==> src/rtl/uart_rx_fifo.sv <==
// Receive byte FIFO behind the UART receiver: first-word-fall-through read port, sticky overrun flag.
// Define RX_FIFO_TIMEOUT_EN to build the idle-timeout counter; otherwise o_timeout is tied low.
module uart_rx_fifo #(
    parameter int DEPTH_LOG2     = 4,
    parameter int TIMEOUT_CYCLES = 4160
) (
    input  logic                  clk,
    input  logic                  rstn,
    input  logic [7:0]            i_data,
    input  logic                  i_rcv,
    output logic [7:0]            o_data,
    output logic                  o_valid,
    input  logic                  i_ready,
    output logic [DEPTH_LOG2:0]   o_count,
    output logic                  o_full,
    output logic                  o_empty,
    output logic                  o_overrun,
    input  logic                  i_clr_overrun,
    output logic                  o_timeout
);
    localparam int DEPTH = 1 << DEPTH_LOG2;
    localparam logic [DEPTH_LOG2:0] DEPTH_CNT = (DEPTH_LOG2+1)'(DEPTH);

    if (DEPTH_LOG2 < 1 || DEPTH_LOG2 > 8 || TIMEOUT_CYCLES < 1) begin : g_bad_param
        $error("uart_rx_fifo: illegal parameter value");
    end

    logic [7:0]            mem_q [DEPTH];
    logic [DEPTH_LOG2-1:0] wr_ptr_q, rd_ptr_q;
    logic [DEPTH_LOG2:0]   count_q, count_d;
    logic                  overrun_q, overrun_d;
    logic                  full, empty, push, pop;

    assign full  = (count_q == DEPTH_CNT);
    assign empty = (count_q == '0);
    assign pop   = !empty && i_ready;
    // When full, a same-cycle pop frees the slot the push overwrites.
    assign push  = i_rcv && (!full || pop);

    always_comb begin
        count_d = count_q;
        if (push && !pop)
            count_d = count_q + 1'b1;
        else if (pop && !push)
            count_d = count_q - 1'b1;
    end

    always_comb begin
        overrun_d = overrun_q;
        if (i_rcv && full && !pop)
            overrun_d = 1'b1;
        else if (i_clr_overrun)
            overrun_d = 1'b0;
    end

    always_ff @(posedge clk) begin
        if (push)
            mem_q[wr_ptr_q] <= i_data;
    end

    always_ff @(posedge clk or negedge rstn) begin
        if (!rstn) begin
            wr_ptr_q  <= '0;
            rd_ptr_q  <= '0;
            count_q   <= '0;
            overrun_q <= 1'b0;
        end else begin
            if (push) wr_ptr_q <= wr_ptr_q + 1'b1;
            if (pop)  rd_ptr_q <= rd_ptr_q + 1'b1;
            count_q   <= count_d;
            overrun_q <= overrun_d;
        end
    end

    // Read port depends only on registered pointer/count and memory state.
    assign o_data    = empty ? 8'h00 : mem_q[rd_ptr_q];
    assign o_valid   = !empty;
    assign o_count   = count_q;
    assign o_full    = full;
    assign o_empty   = empty;
    assign o_overrun = overrun_q;

`ifdef RX_FIFO_TIMEOUT_EN
    localparam int TW = $clog2(TIMEOUT_CYCLES + 1);
    localparam logic [TW-1:0] TMO_MAX = TW'(TIMEOUT_CYCLES);

    logic [TW-1:0] tmo_q, tmo_d;
    logic          timeout_q, timeout_d;

    always_comb begin
        tmo_d = tmo_q;
        if (push || pop || empty)
            tmo_d = '0;
        else if (tmo_q != TMO_MAX)
            tmo_d = tmo_q + 1'b1;
        // Fire only on the transition into saturation so it cannot re-fire.
        timeout_d = (tmo_d == TMO_MAX) && (tmo_q != TMO_MAX);
    end

    always_ff @(posedge clk or negedge rstn) begin
        if (!rstn) begin
            tmo_q     <= '0;
            timeout_q <= 1'b0;
        end else begin
            tmo_q     <= tmo_d;
            timeout_q <= timeout_d;
        end
    end

    assign o_timeout = timeout_q;
`else
    assign o_timeout = 1'b0;
`endif

endmodule

==> config.mk <==
export PLATFORM = sky130hd
export DESIGN_NAME = uart_rx_fifo
export DESIGN_NICKNAME = d
export VERILOG_FILES = /design/src/rtl/uart_rx_fifo.sv
export SDC_FILE = /design/constraint.sdc
export NUM_CORES = 1
export LEC_CHECK = 0
export ABC_CLOCK_PERIOD_IN_PS = 4360
export BUFFER_PORTS_ARGS = -buffer_cell sky130_fd_sc_hd__clkbuf_2
export CAP_MARGIN = 20
export CORE_MARGIN = 5
export CORE_UTILIZATION = 30
export DETAILED_ROUTE_END_ITERATION = 12
export SYNTH_ARGS = -nofsm -noshare
export SYNTH_HDL_FRONTEND = slang
export SYNTH_SLANG_ARGS = --single-unit
==> constraint.sdc <==
create_clock -name clk -period 4.36 [get_ports clk]
set_input_delay 0.436 -clock clk [delete_from_list [all_inputs] [get_ports clk]]
set_output_delay 0.436 -clock clk [all_outputs]
set_load 0.02 [all_outputs]
==> results.txt <==
worst skew pair latency: 410 ps
Req. time, crit path: 4640 ps
Setup crit start kind: flip-flop
vias: 2914
Post-Layout Inst Area: 6875 µm²
HP Start: i_clr_overrun
PostCTS Resize Cnt: 0
setup TNS: 0 ps
number of enable flip-flop cells after synthesis: 128
Setup crit end kind: flip-flop
total track usage: 11.26%
most frequent cells in the layout: edfxtp_1, clkbuf_2, mux4_2, clkbuf_16, dfrtp_1
cells on worst reg2reg path: 10
Final setup viols: 0
Min-Delay Endpoint: o_overrun
# diodes: 0
Placer Congestion: 0.7986
commonest non-fill, non-tap cell in the layout: edfxtp_1
Die Area: 22680 µm²
Post-route DRC: 0
initial drt markers: 230
Slew @ Worst Pin: 1037 ps
final slew viol count: 0
Die Y-Extent: 150.6 µm
first-pass GRT wire length: 18440 µm
Final Hold Fails: 0
Synth area leader: edfxtp_1
top cell type's share of synthesized area: 64.81%
routed len/inst: 18.86 µm
vias in the first global route: 3076
setup repair bufs after CTS: 0
Num CTS Buffers: 17
I/O Pins: 31
CTS root buf: clkbuf_16
Post-Syn Area: 5931 µm²
Num Clock Sinks: 142
Core Box Area: 19460 µm²
grt total ovfl: 0
Reg2Reg Launch Point: o_count[0]
synth warn: 0
largest net degree at the start of global routing: 33
Mapped Nets: 333
worst min path class: input pin to flip-flop
Cells after Synth: 310
Hold Crit Depth: 3
Worst Skew: 5.373 ps
via/cell ratio: 4.662
critical-path cell list: or4_4, o31ai_2, buf_4, inv_1, ha_1, inv_1, ha_1, a21o_1, a2111oi_0, o31ai_1
Arrival @ worst endpoint: 3510 ps
Final period util: 73.98%
Top FF cell, synth: edfxtp_1
leakage: 2.357 nW
Critical R2R Capture: o_count[4]
slowest CP cell: or4_4
flops & latches, synth: 142
post-synth cell types: 35
dpl hpwl: 7414 µm
Clock transition at path regs: 60 ps
CP max stage delay: 560 ps
PD cells: 670.8 nW/µm²
initial antenna violation count: 0
CTS tree: yes
status: complete, no violations
critical path's top delay family: compound AO/OA/AOI/OAI gates
Clock Tree Buf Depth: 2
# hold bufs at CTS: 1
CP Buf/Inv Count: 3
final-layout fill cell count: 1833
I/O Buffers: 29
Critical Path Fanout Max: 11
layout cell share with drive strength beyond 1: 27.50%
final WL: 11790 µm
Peak supply drop: 382.0 µV
First-pass DRT Iterations: 4
Synth-to-Final Area Change: 15.93%
Placed Area: 6336 µm²
Synth area leaders: edfxtp_1, mux4_2, dfrtp_1, mux4_1, ha_1
Rows: 51
max_slew headroom: 30.64%
sequential share of the synthesized area: 70.72%
Starting Density: 30.47%
Post-synth ARST share: 9.859%
antenna-violating nets left: 0
Crit Path Class: flip-flop to flip-flop
Reg2Reg Setup Slack: 1130 ps
Crit path depth: 10
minimum clock period: 3226 ps
max_cap viols: 0
highest clock rate: 310.0 MHz
die width: 150.6 µm
Layout Nets: 371
Avg Inst Size Synth: 19.13 µm²
RSZ-0062 raised after global routing: no
CTS HTree Levels: 4
## cell type report
class | instances | area (µm²) | share of cell area, %
well taps | 265 | 331.6 | 4.823
flip-flops and latches | 142 | 4194 | 61.00
clock inverters | 12 | 96.34 | 1.401
inverters | 8 | 30.03 | 0.4368
clock buffers | 19 | 432.9 | 6.297
repair buffers | 37 | 227.7 | 3.312
multi-input cells | 142 | 1563 | 22.73
## cell families after synthesis
group	count (synthesis)	synth area share (%)
DFF	142	70.72
adders and majority gates	10	2.236
muxes	51	16.14
other	1	0.06323
and+or+nand+nor	42	3.566
xor gates and xnor gates	9	1.329
buffers and inverters	26	3.101
AOI/OAI and AO/OA	29	2.848
## stage by stage
step	hold WS (ps)	setup slack [ps]	utilization [%]	instances	power [mW]
after detailed placement	367.0	1132	32.56	593	3.364
after CTS	266.0	1125	35.33	625	4.670
after global routing	273.5	914.6	35.33	625	4.867
final	285.3	1134	35.33	625	4.612
after global placement	359.0	1247	32.41	592	3.302
after floorplan	140.4	1466	-	310	2.956
## state kept, by name, summed over array words and instances, names as in the netlist
register and count:
mem_q 128, o_count 5, rd_ptr_q 4, wr_ptr_q 4, o_overrun 1
## worst min-delay path, stage by stage
cell,delay (ps)
clkbuf_2,80
inv_1,40
a32o_1,110
## synthesized netlist by cell type (2+ instances only)
library cell and number:
o21ai_0 8, clkbuf_1 2, mux2_2 10, edfxtp_1 128, o21ai_1 5, buf_4 5
a21oi_1 10, mux4_1 9, ha_1 9, xnor2_1 7, nor3_1 8, and2_1 8
buf_12 2, nand2_1 10, xor2_1 2, mux4_2 23, mux2i_1 9, nor2_1 6
inv_1 8, buf_2 4, dfrtp_1 14, buf_6 3, nand3_1 6, a21o_1 2
clkbuf_4 2
## worst max-delay path by stage
stage	start	endpoint	slack, ps
final	o_count[0]	o_count[4]	1130
after global placement	o_count[1]	o_count[4]	1250
after CTS	o_count[0]	o_count[4]	1120
after global routing	o_count[0]	o_count[4]	910
after floorplan	o_count[1]	o_count[4]	1470
after detailed placement	o_count[0]	o_count[4]	1130
## where the power goes
| part | switching [mW] | internal, mW | total [mW] | leakage (nW) |
|---|---|---|---|---|
| clock network | 0.527 | 0.773 | 1.30 | 0.263 |
| registers | 0.154 | 1.67 | 1.82 | 1.32 |
| logic | 0.822 | 0.665 | 1.49 | 0.769 |
## metal layers
metal,global-route usage (%),up-vias,share of wire (%)
met5,0,-,0
met4,3.400,0,1.2
met3,3.763,13,6.2
met2,17.69,77,48
met1,14.90,1510,45
li1,-,1314,-
(Power assumes the default switching activity.)
